`config.mk`:
```
export PLATFORM = sky130hd
export DESIGN_NAME = rs_degree_scheduler
export DESIGN_NICKNAME = d
export VERILOG_FILES = /design/src/rtl/rs_degree_scheduler.sv
export SDC_FILE = /design/constraint.sdc
export NUM_CORES = 1
export LEC_CHECK = 0
export BUFFER_PORTS_ARGS = -buffer_cell sky130_fd_sc_hd__buf_4
export CAP_MARGIN = 30
export CORE_ASPECT_RATIO = 0.7
export CORE_MARGIN = 5
export CORE_UTILIZATION = 40
export DETAILED_ROUTE_END_ITERATION = 16
export PLACE_DENSITY = 0.68
export SETUP_SLACK_MARGIN = 0.05
export SYNTH_ARGS = -nofsm -noshare
export SYNTH_HDL_FRONTEND = slang
export SYNTH_SLANG_ARGS = --single-unit
```
`constraint.sdc`:
```
create_clock -name CLK -period 2.2 [get_ports CLK]
set_input_delay 0.22 -clock CLK [delete_from_list [all_inputs] [get_ports CLK]]
set_output_delay 0.22 -clock CLK [all_outputs]
set_load 0.03 [all_outputs]
```
`src/rtl/rs_degree_scheduler.sv`:
```
// rtl/rs_degree_scheduler.sv - round-robin shared degree evaluator for lambda (A) / omega (B) polynomials
// Optional macro RS_DEGREE_FAST_EN: single-cycle priority-encoder scan instead of the serial top-down scan.
module rs_degree_scheduler #(
  parameter int NCOEF = 20,
  parameter int SYMW  = 6,
  parameter int DEGW  = 5
) (
  input  logic                  CLK,
  input  logic                  RESET,
  input  logic                  clear,
  input  logic                  req_a,
  input  logic [NCOEF*SYMW-1:0] poly_a,
  input  logic                  req_b,
  input  logic [NCOEF*SYMW-1:0] poly_b,
  output logic                  grant_a,
  output logic                  grant_b,
  output logic                  busy,
  output logic                  done,
  output logic                  done_id,
  output logic [DEGW-1:0]       degree
);

  typedef enum logic [1:0] {IDLE, SCAN, DONE} state_t;

  state_t                  state, state_nxt;
  logic                    last_b;
  logic                    tag;
  logic                    pick_a, pick_b;
  logic                    scan_end;
  logic [DEGW-1:0]         found_deg;
  logic [NCOEF*SYMW-1:0]   coef_q;

`ifdef RS_DEGREE_FAST_EN
  always_comb begin
    found_deg = '0;
    for (int i = 0; i < NCOEF; i++) begin
      if (coef_q[i*SYMW +: SYMW] != '0) found_deg = DEGW'(i);
    end
  end
  assign scan_end = 1'b1;
`else
  logic [DEGW-1:0] idx;
  logic [SYMW-1:0] cur;
  assign cur       = coef_q[int'(idx)*SYMW +: SYMW];
  assign found_deg = idx;
  // A zero coefficient at index 0 ends the scan too, reporting degree 0.
  assign scan_end  = (cur != '0) || (idx == '0);
`endif

  // Ties go to whichever requester was not granted last.
  assign pick_a = req_a && (!req_b || last_b);
  assign pick_b = req_b && (!req_a || !last_b);

  always_ff @(posedge CLK or negedge RESET) begin
    if (!RESET) state <= IDLE;
    else        state <= state_nxt;
  end

  always_comb begin
    state_nxt = state;
    case (state)
      IDLE: if (!clear && (req_a || req_b)) state_nxt = SCAN;
      SCAN: if (clear)                      state_nxt = IDLE;
            else if (scan_end)              state_nxt = DONE;
      DONE:                                 state_nxt = IDLE;
      default:                              state_nxt = IDLE;
    endcase
  end

  always_comb begin
    grant_a = RESET && (state == IDLE) && !clear && pick_a;
    grant_b = RESET && (state == IDLE) && !clear && pick_b;
    busy    = (state != IDLE);
    done    = (state == DONE) && !clear;
  end

  always_ff @(posedge CLK or negedge RESET) begin
    if (!RESET) begin
      last_b  <= 1'b1;
      tag     <= 1'b0;
      coef_q  <= '0;
      degree  <= '0;
      done_id <= 1'b0;
`ifndef RS_DEGREE_FAST_EN
      idx     <= DEGW'(NCOEF - 1);
`endif
    end else begin
      if (grant_a || grant_b) begin
        coef_q <= grant_b ? poly_b : poly_a;
        tag    <= grant_b;
        last_b <= grant_b;
`ifndef RS_DEGREE_FAST_EN
        idx    <= DEGW'(NCOEF - 1);
`endif
      end
      if (state == SCAN && !clear) begin
        if (scan_end) begin
          degree  <= found_deg;
          done_id <= tag;
        end
`ifndef RS_DEGREE_FAST_EN
        else begin
          idx <= idx - 1'b1;
        end
`endif
      end
    end
  end

endmodule

```
Word-level counts from Yosys, hierarchy flattened
Cells that the tools add are included. W data, S select, Z words.

Logic and storage cells: 46. Bits in registers: 135. Output and inout port bits: 10. Input bits: 245.

Add/sub/neg operators: 1. Mux-type cells: 8. Reduce and logical (&&, ||, !) cells: 24. Equal/unequal tests: 4. Shift operators: 1. $mul: 1.

Operators with widths (count): $mux W120 (1); $shiftx A120 B9 Y6 (1); $mux W5 (3); $logic_and A1 B1 Y1 (9); $mul A5 B2 Y7 const B (1); $mux W2 (3); $reduce_bool A6 Y1 (1); $logic_not A5 Y1 (1); $logic_or A1 B1 Y1 (5); $sub A5 B1 Y5 const B (1); $logic_not A1 Y1 (4); $pmux W2 S2 (1); $reduce_and A2 Y1 (2); $ne A3 B3 Y1 const B (1); $eq A2 B1 Y1 const B (1); $eq A2 B2 Y1 const B (1); $logic_not A2 Y1 (1); $ne A2 B2 Y1 const B (1); $reduce_bool A2 Y1 (1).

Depth between registers and ports, before layout
Depth after elaboration: 8. Depth in mapped cells: 11. Gate-level depth less buffers: 7.

Worst setup path before layout
OpenSTA, ideal clock, no wires.

Path type: register to register. Start: reg idx[1] (netlist: found_deg[1]). End: reg degree[3]. Slack: -0.161 ns. Stages on the path, launching flop included: 10. Data arrival time: 2.236 ns. Buffers on the path: 3. Required time: 2.075 ns. Period minus slack after synthesis: 2.361 ns. Setup time: 0.125 ns. Path through: dfstp_2 > buf_6 > buf_2 > a2111oi_0 > o41ai_1 > nand3b_1 > o31ai_4 > or2_1 > buf_6 > mux2_4.

Word-level cells in the longest chain between the ends: 5. Elaborated cells between the ends (all ways): 6. Classes of those cells: 1 x mul; 1 x shift; 4 x reduce/logical.

Ends and longest elaborated chain: from (decl) (line 42) `logic [DEGW-1:0] idx;`; from (signal assigned) (line 85) `idx <= DEGW'(NCOEF - 1);`; from (signal assigned) (line 93) `idx <= DEGW'(NCOEF - 1);`; from (signal assigned) (line 103) `idx <= idx - 1'b1;`; $mul A5 B2 Y7 (line 44) `assign cur = coef_q[int'(idx)*SYMW +: SYMW];`; $shiftx A120 B9 Y6 (line 44); $reduce_bool A6 Y1 (line 47) `assign scan_end = (cur != '0) || (idx == '0);`; $logic_or A1 B1 Y1 * (line 47); $reduce_and A2 Y1 (no source line) *; to (signal assigned) (line 98) `degree <= found_deg;`; to (decl) (line 20) `output logic [DEGW-1:0] degree`.

Every way passes the cells marked *; elsewhere a longest branch is shown, timed or not. A chain may end at the register's enable or synchronous reset.

Worst setup path after layout
Ends and elaborated chain as after synthesis.

==> results.toml <==
[outcome]
outcome = "complete, but fails checks"
violations = "setup timing"

[worst_setup_path]
critPathMaxStageDelay_ns = 0.59
arrival_ns = 2.54
crit_chain = "inv_2 -> a2111oi_1 -> o41ai_2 -> nand3b_1 -> o31ai_4 -> or2_4 -> mux2_4"
r2r_setup_slack_ns = -0.06
r2r-start = "found_deg[1]"
worstSetupPathType = "reg -> reg"
required_ns = 2.49
start_kind = "flop"
r2r_end = "degree[3]"
critPathMaxFanout = 6
critPathSlowestCell = "dfstp_2"
reg2regPathDepth = 7
end_kind = "flop"

[cells_and_area]
final_cell_area_um2 = 10010
antenna_cells = 0
layoutNonFillerInstCount = 1328
syn2layout_area_growth_pct = 50.26
drive_above_1_share_pct = 34.36
finalNetCount = 1337

[sta]
hold_violations = 0
drv_slew = 0
relSlewSlack_pct = 49.24
period_share_pct = 102.6
setup_violations = 4
fin_crit_ns = 2.257
tightest_slew_ns = 0.7614
grt_setup_unrepaired = "true"
max_freq_ghz = 0.4431
layout_setup_ws_ns = -0.05660
fin_skew_ns = 0.01362

[logic_synthesis]
synthFlopType = "dfrtp_1"
synth_fp_nets = 1067
synthArstFlopShare_pct = 100.0
synth_cell_types = 48
yosysWarnings = 0
synth_top_family_by_area = "simple AND/OR/NAND/NOR gates"
synthXorXnorAreaFrac_pct = 0
yosys.area_share.simple_pct = 27.38
yosys.area_share.adder_pct = 0.1878
avgSynthCellArea_um2 = 8.117
yosysSeqAreaShare_pct = 50.77
synth_edf_count = 0
netlist_area_um2 = 6664
synth_seq_cells = 135
synthCells = 821
synth_compound_area_share_pct = 15.58
synthMuxAreaShare_pct = 1.465

[drt]
post_drt_wl_per_cell_um = 16.53
via_per_inst = 5.069
drt_iter0_drc = 523
firstDrtPassIters = 5
wl_um = 21960
antenna_left = 0
drc = 0
vias = 6731

[power]
p_per_area_nw_per_um2 = 1067
p_leak_nw = 4.599
vdd_ir_drop_max_v = 0.0006161

[clock_tree]
clk_pin_slew_worst_paths_ns = 0.06
clock-sinks = 135
root_buffer = "clkbuf_16"
clk_latency_ns = 0.41
cts_htree_levels = 4
cts_tree = "done"
cts_max_path_buffers = 2
cts_made_buffers = 17

[global_routing]
grt_pass1_wl_um = 34640
grt_overflow_total = 0
grt_use_total_pct = 22.40
grt_pass1_vias = 6695
antenna_found_initial = 0
grt_max_degree = 136

[placed_design]
pre_cts_ws_ns = -0.2442
port_buffers = 254
place_congestion = 0.8274
place_inst = 1283
hpwl_um = 15990
placed_cell_area_um2 = 9052

[min_path]
worstHoldEndpoint = "coef_q[10]"
holdCritStartpoint = "poly_b[10]"
hold_class = "in -> reg"
holdPathStages = 3

[floorplanning]
io_pins = 255
die_w_um = 164.3
start_util_pct = 40.77
rows = 39
die_y_um = 118.0
die_area_um2 = 19380
core-area_um2 = 16350

[flow_run]
cap_violations = 0
-- registers in the layout (all words and copies together), names as in the netlist --
| signal | flops |
|---|---|
| degree | 5 |
| found_deg | 5 |
| tag | 1 |
| state | 2 |
| last_b | 1 |
| coef_q | 120 |
| done_id | 1 |
-- worst max path at each step --
stage	cells after the start	endpoint	slack, ns	startpoint
finish	7	degree[3]	-0.06	found_deg[1]
global route	8	done_id	-0.16	found_deg[0]
CTS	8	degree[3]	-0.01	found_deg[1]
detailed placement	7	done_id	-0.24	found_deg[0]
global placement	8	degree[3]	-0.20	coef_q[62]
floorplan	9	degree[3]	-0.1	found_deg[0]
-- layout make-up --
class / instances / area [um2]
clock buffers: 20 / 446.7
clock inverters: 11 / 222.7
multi-input cells: 617 / 3141
flip-flops and latches: 135 / 3383
repair buffers: 313 / 2502
fillers: 1476 / 6334
well taps: 225 / 281.5
inverters: 7 / 36.28
-- worst max-delay path: cells and delay by family, from the launching register on --
family                 cells  cell delay, ns
DFF                        1            0.59
buffers and inverters      1            0.11
AOI/OAI and AO/OA          3            0.66
muxes                      1            0.30
and+or+nand+nor            2            0.48
-- placed cells by master (no fill, tap or decap), types with 6 or more instances in the layout --
cell type and count:
a31oi_1 122, buf_12 9, buf_4 291, buf_6 10, bufinv_16 6, clkbuf_16 17, dfrtp_1 131, nand2_1 251
nand3_1 6, nor2_1 142, nor3_1 12, nor4_1 12
-- Yosys cell counts, types with 4 or more instances --
cell type	instances	area, um2
buf_2	12	60.06
nor2_1	143	536.8
nor4_1	16	100.1
o21ai_0	8	40.04
inv_1	6	22.52
nand3_1	7	35.03
dfstp_2	4	105.1
clkbuf_1	39	146.4
a31oi_1	122	763.2
o22ai_1	4	25.02
a21oi_1	5	25.02
buf_1	6	22.52
dfrtp_1	131	3278
a2111oi_0	4	35.03
buf_6	4	45.04
nor3_1	13	65.06
nand2_1	251	942.2
-- report_power, final --
part / leakage [nW] / internal (mW) / switching, mW
registers: 1.49 / 3.48 / 0.674
clock network: 0.320 / 2.16 / 1.09
logic: 2.79 / 1.59 / 1.68
total: 4.60 / 7.24 / 3.45
-- per-layer routing --
layer	up-vias	GRT usage (%)	wire (um)
met5	-	0	0
met4	0	4.138	227
met3	20	7.630	2040
met2	251	33.74	9624
met1	3083	31.65	10060
li1	3377	-	-
-- stage by stage --
step | utilization [%] | total power, mW | hold WS (ns) | TNS (ns)
2_1_floorplan | - | 5.845 | -0.07559 | -0.2856
3_3_place_gp | 55.38 | 7.091 | 0.4076 | -0.8688
3_5_place_dp | 55.38 | 7.152 | 0.4142 | -1.293
4_1_cts | 60.67 | 10.65 | 0.04979 | -0.03374
5_1_grt | 61.26 | 11.33 | 0.05258 | -1.100
6_report | 61.26 | 10.69 | 0.05943 | -0.2126
-- kinds of logic (layout without fill, tap and decap cells) --
group                      count (synthesis)  after routing
and+or+nand+nor                          450            450
buffers and inverters                     69            351
AOI/OAI and AO/OA                        159            159
adders and majority gates                  1              1
DFF                                      135            135
muxes                                      7              7
-- timing repair --
action	CTS	global route
setup buffers	8	3
setup endpoints to repair	13	18
endpoints found under the hold margin	71	0
cloned	1	0
pin swaps	10	6
resized for setup	29	15
hold buffers	2	0
Power figures use the tool's default switching activity.
